==> src/rtl/ym2413_audio_pkg.sv <==
// Shared constants, types and helpers for the YM2413 audio post-processing stage.
package ym2413_audio_pkg;

    localparam int YM_MID  = 1024;
    localparam int APU_MID = 2048;
    localparam int PCM_MAX = 32767;
    localparam int PCM_MIN = -32768;
    localparam int LP_FRAC = 4;

    typedef logic signed [15:0] pcm_t;

    function automatic pcm_t sat_pcm(input logic signed [16:0] s);
        if (int'(s) > PCM_MAX) begin
            return pcm_t'(PCM_MAX);
        end
        if (int'(s) < PCM_MIN) begin
            return pcm_t'(PCM_MIN);
        end
        return pcm_t'(s);
    endfunction

endpackage

==> src/rtl/ym2413_dsm.sv <==
// First-order delta-sigma modulator: offset-binary accumulator whose carry is the DAC bit.
module ym2413_dsm (
    input  logic        clk,
    input  logic        reset,
    input  logic [15:0] pcm_in,
    output logic        dac_out
);

    logic [15:0] acc_q;
    logic        dac_q;
    logic [16:0] sum_d;

    // Flipping the sign bit maps two's complement onto 0..65535 (midscale 32768).
    assign sum_d = {1'b0, acc_q} + {1'b0, pcm_in ^ 16'h8000};

    always_ff @(posedge clk or posedge reset) begin
        if (reset) begin
            acc_q <= '0;
            dac_q <= 1'b0;
        end else begin
            acc_q <= sum_d[15:0];
            dac_q <= sum_d[16];
        end
    end

    assign dac_out = dac_q;

endmodule

==> src/rtl/ym2413_audio_post.sv <==
// FM volume, one-pole low-pass, APU mix with saturation and delta-sigma output.
module ym2413_audio_post
    import ym2413_audio_pkg::*;
#(
    parameter int DIV = 32,
    parameter int K   = 2
) (
    input  logic        clk,
    input  logic        reset,
    input  logic [10:0] ym_in,
    input  logic [11:0] apu_in,
    input  logic [3:0]  vol,
    output logic [15:0] pcm_out,
    output logic        pcm_valid,
    output logic        dac_out
);

    logic [15:0]        div_cnt_q, div_cnt_d;
    logic               tick;
    logic [10:0]        ym_q;
    logic [11:0]        apu_q;
    logic [3:0]         vol_q;
    logic [2:0]         vld_q;
    logic signed [19:0] lp_q, lp_d;
    pcm_t               pcm_q, pcm_d;

    logic signed [11:0] ys;
    logic signed [16:0] prod;
    logic signed [15:0] x;
    logic signed [12:0] as_s;
    logic signed [16:0] a;
    logic signed [19:0] x20;
    logic signed [20:0] diff, step, lp_sum;
    logic signed [16:0] s;

    always_comb begin
        tick      = (div_cnt_q == 16'(DIV - 1));
        div_cnt_d = tick ? '0 : div_cnt_q + 16'd1;
    end

    assign ys   = $signed({1'b0, ym_q}) - 12'(YM_MID);
    assign prod = 17'(ys) * $signed({13'd0, vol_q});
    assign x    = 16'(prod <<< 1);
    assign as_s = $signed({1'b0, apu_q}) - 13'(APU_MID);
    assign a    = 17'(as_s) <<< 3;

    // 21-bit difference keeps x20 - lp from wrapping; >>> floors toward -inf.
    assign x20    = 20'(x) <<< LP_FRAC;
    assign diff   = 21'(x20) - 21'(lp_q);
    assign step   = diff >>> K;
    assign lp_sum = 21'(lp_q) + step;
    assign lp_d   = (K == 0) ? x20 : 20'(lp_sum);

    assign s     = 17'(lp_q >>> LP_FRAC) + a;
    assign pcm_d = sat_pcm(s);

    always_ff @(posedge clk or posedge reset) begin
        if (reset) begin
            div_cnt_q <= '0;
            vld_q     <= '0;
            ym_q      <= '0;
            apu_q     <= '0;
            vol_q     <= '0;
            lp_q      <= '0;
            pcm_q     <= '0;
        end else begin
            div_cnt_q <= div_cnt_d;
            vld_q     <= {vld_q[1:0], tick};
            if (tick) begin
                ym_q  <= ym_in;
                apu_q <= apu_in;
                vol_q <= vol;
            end
            if (vld_q[0]) begin
                lp_q <= lp_d;
            end
            if (vld_q[1]) begin
                pcm_q <= pcm_d;
            end
        end
    end

    assign pcm_out   = pcm_q;
    assign pcm_valid = vld_q[2];

    ym2413_dsm u_dsm (
        .clk     (clk),
        .reset   (reset),
        .pcm_in  (pcm_q),
        .dac_out (dac_out)
    );

endmodule
==> config.mk <==
export PLATFORM = sky130hd
export DESIGN_NAME = ym2413_audio_post
export DESIGN_NICKNAME = d
export VERILOG_FILES = /design/src/rtl/ym2413_audio_pkg.sv /design/src/rtl/ym2413_dsm.sv /design/src/rtl/ym2413_audio_post.sv
export SDC_FILE = /design/constraint.sdc
export NUM_CORES = 1
export LEC_CHECK = 0
export BUFFER_PORTS_ARGS = -buffer_cell sky130_fd_sc_hd__buf_2
export CORE_MARGIN = 2
export CORE_UTILIZATION = 31
export DETAILED_ROUTE_END_ITERATION = 6
export PLACE_DENSITY = 0.47
export SLEW_MARGIN = 20
export SYNTH_ARGS = -nofsm -noshare
export SYNTH_HDL_FRONTEND = slang
export SYNTH_SLANG_ARGS = --single-unit
==> constraint.sdc <==
create_clock -name clk -period 10.8 [get_ports clk]
set_input_delay 2.16 -clock clk [delete_from_list [all_inputs] [get_ports clk]]
set_output_delay 2.16 -clock clk [all_outputs]
set_load 0.05 [all_outputs]
==> metrics.yaml <==
synthesis:
  ys_top_cells_by_count: "dfrtp_1, ha_1, inv_1"
  synthSimpleGateAreaFrac_pct: 13.3
  netlist-cell-type-count: 59
  synth_xor_area_share_pct: 8.94
  synth.area.mux_share_pct: 4.41
  synthCells: 807
  ys_ff_latch: 99
  synth_largest_area_cell: "dfrtp_1"
  synthArstFlopShare_pct: 100
  syn-num-nets: 953
  ys.flop_type: "dfrtp_1"
  synth_compound_area_share_pct: 15.6
  synth_top_family_by_area: "adder cells"
  synth_edf_count: 0
  synth-warning-count: 0
  synth_adder_area_share_pct: 21.1
  synth_area_leaders: "dfrtp_1, ha_1, xnor2_1, fa_1, inv_1"
  avgSynthCellArea_sq_um: 9.71
  ys_seq_area_share_pct: 31.6
  syn-cell-area_sq_um: 7830
  synth_top_area_share_pct: 31.6
  yosys.cell_count.top_type: "dfrtp_1"
detailed_routing:
  dr.first_iter.drc_count: 204
  drc: 0
  via_count: 5541
  first_pass_iters: 5
  drt-total-wl_um: 15400
  wl_per_cell_um: 13.0
  routed_via_density: 4.67
  antenna_left: 0
critical_path:
  reg2reg_from: "vol_q[2]$_DFFE_PP0P_"
  worstPathRequired_ns: 11.02
  path_max_fanout: 12
  rr_endpoint: "lp_q[18]$_DFFE_PP0P_"
  reg2reg_depth: 26
  worstSetupStartpointType: "flip-flop"
  crit_arrival_ns: 6.40
  r2r_slack_ns: 4.62
  critical_path_class: "reg -> reg"
  crit_start: "vol_q[2]$_DFFE_PP0P_"
  cp-endpoint: "lp_q[18]$_DFFE_PP0P_"
  cp-end-kind: "flip-flop"
grt:
  antenna_found_initial: 0
  grtUsageTotal_pct: 12.4
  grt_max_degree: 62
  gr-total-overflow: 0
  grt_pass1_wl_um: 26800
  grt_pass1_vias: 5506
status:
  status: "completed"
cts:
  ctsLongestPathBuffers: 2
  cts_setup_buffers: 0
  cts_tree: "built"
  cts.clk_slew.worst_paths_ns: 0.08
  htree_levels: 3
  postCtsHoldBufs: 0
  cts_root_buffer: "clkbuf_16"
  clock_latency_ns: 0.36
  cts.sinks: 99
  numCtsBuffers: 9
  cts_resized: 0
sta:
  period_needed_ns: 6.18
  hold_viol: 0
  slew_viol_final: 0
  fin_worst_skew_ns: 0.0147
  tightest_slew_ns: 0.950
  tns_ns: 0
  relSlewSlack_pct: 36.4
  rsz0062_at_grt: "no"
  setup_viol_count_final: 0
  timing.final.crit_share_pct: 57.2
  max_freq_mhz: 162
floorplan:
  start_util_pct: 31.4
  pin_count: 47
  core_area_sq_um: 25000
  dieArea_sq_um: 26600
  die_h_um: 163
  die_w_um: 163
  num_rows: 58
run:
  maxCapViolations: 0
final_layout:
  fin_nets: 998
  antennaDiodeCount: 0
  drive_gt1_share_pct: 13.7
  area_growth_pct: 12.0
placed_design:
  port-buffer-count: 46
  post-dp-hpwl_um: 12100
  routabilityCongestion: 0.815
min_path:
  hold_class: "reg -> reg"
  min_from: "u_dsm.acc_q[0]$_DFF_PP0_"
## through the flow
| stage | util (%) | hold slack (ns) | area (sq um) | worst slack (ns) | std cells |
|---|---|---|---|---|---|
| after detailed placement | 33.8 | 0.460 | 8450 | 4.61 | 1171 |
| after CTS | 35.1 | 0.476 | 8770 | 4.59 | 1187 |
| after floorplan | - | 0.349 | 7830 | 5.07 | 807 |
| after global routing | 35.1 | 0.490 | 8770 | 4.18 | 1187 |
| final | 35.1 | 0.474 | 8770 | 4.62 | 1187 |
| after global placement | 33.8 | 0.453 | 8450 | 4.78 | 1171 |
## cells in the final DEF (no fill, tap or decap), drive strengths merged, types with 4 or more instances in the layout
master,synthesis,layout
inv,85,87
xor2,22,22
mux2,28,28
a21oi,47,47
xnor2,58,58
a211oi,7,7
clkbuf,11,10
or3,4,4
o31ai,4,4
nand4,5,5
buf,6,51
and2,36,36
nor2b,10,10
a311oi,14,14
o21ai,29,29
nand3,15,15
nor3,11,11
nand2,41,41
fa,25,25
nor4,5,5
a21o,19,19
dfrtp,99,99
nor2,64,64
nand2b,8,8
o21bai,13,13
ha,92,92
and3,6,6
o21a,14,14
## routing by layer
metal / vias to the layer above / GRT usage [%] / routed length, um
li1: 2868 / - / -
met1: 2594 / 17.5 / 8230
met2: 66 / 19.6 / 6610
met3: 13 / 2.14 / 420
met4: 0 / 2.94 / 186
met5: - / 0 / 0
## worst min-delay path by stage
stage / end / cells after the start
floorplan: vld_q[1]$_DFF_PP0_ / 0
global placement: u_dsm.acc_q[0]$_DFF_PP0_ / 1
detailed placement: u_dsm.acc_q[0]$_DFF_PP0_ / 1
CTS: div_cnt_q[4]$_DFF_PP0_ / 1
global route: div_cnt_q[4]$_DFF_PP0_ / 1
finish: u_dsm.acc_q[0]$_DFF_PP0_ / 1
## state kept, by name (all words and copies together), names as in the netlist
register / cells
pcm_out: 16
u_dsm.acc_q: 16
vol_q: 4
lp_q: 20
u_dsm.dac_out: 1
vld_q: 3
apu_q: 12
ym_q: 11
div_cnt_q: 16
## worst max-delay path, stage by stage, from the launching register on
cell,delay [ns]
dfrtp_1,0.49
and2_1,0.22
ha_1,0.28
inv_1,0.05
fa_1,0.51
fa_1,0.56
inv_1,0.04
ha_1,0.32
a21o_1,0.17
a21oi_1,0.23
xnor2_1,0.15
ha_1,0.27
o21a_1,0.11
nor2_1,0.25
a21oi_1,0.11
a21oi_1,0.24
o21bai_1,0.13
a21oi_1,0.20
xnor2_1,0.09
ha_1,0.34
and3_1,0.21
nand3_1,0.11
o31ai_1,0.27
o221ai_1,0.22
o21ai_0,0.24
xnor2_1,0.14
mux2i_1,0.08
## layout make-up
type                            count  area (sq um)
Fill cell                        2617         16200
Clock inverter                      6          82.6
Sequential cell                    99          2480
Tap cell                          330           413
Inverter                           85           322
Timing Repair Buffer               51           268
Clock buffer                       10           239
Multi-Input combinational cell    606          4970
## kinds of logic (layout without fill, tap and decap cells)
kind of cell	Yosys count	in the layout
AOI/OAI and AO/OA	168	168
xor gates and xnor gates	80	80
adders and majority gates	117	117
buffers and inverters	102	152
DFF	99	99
muxes	31	31
and+or+nand+nor	210	210
Power is left out: the tool's default activity adds up to more than one toggle a clock period on the data nets, which glitch-free logic cannot reach.
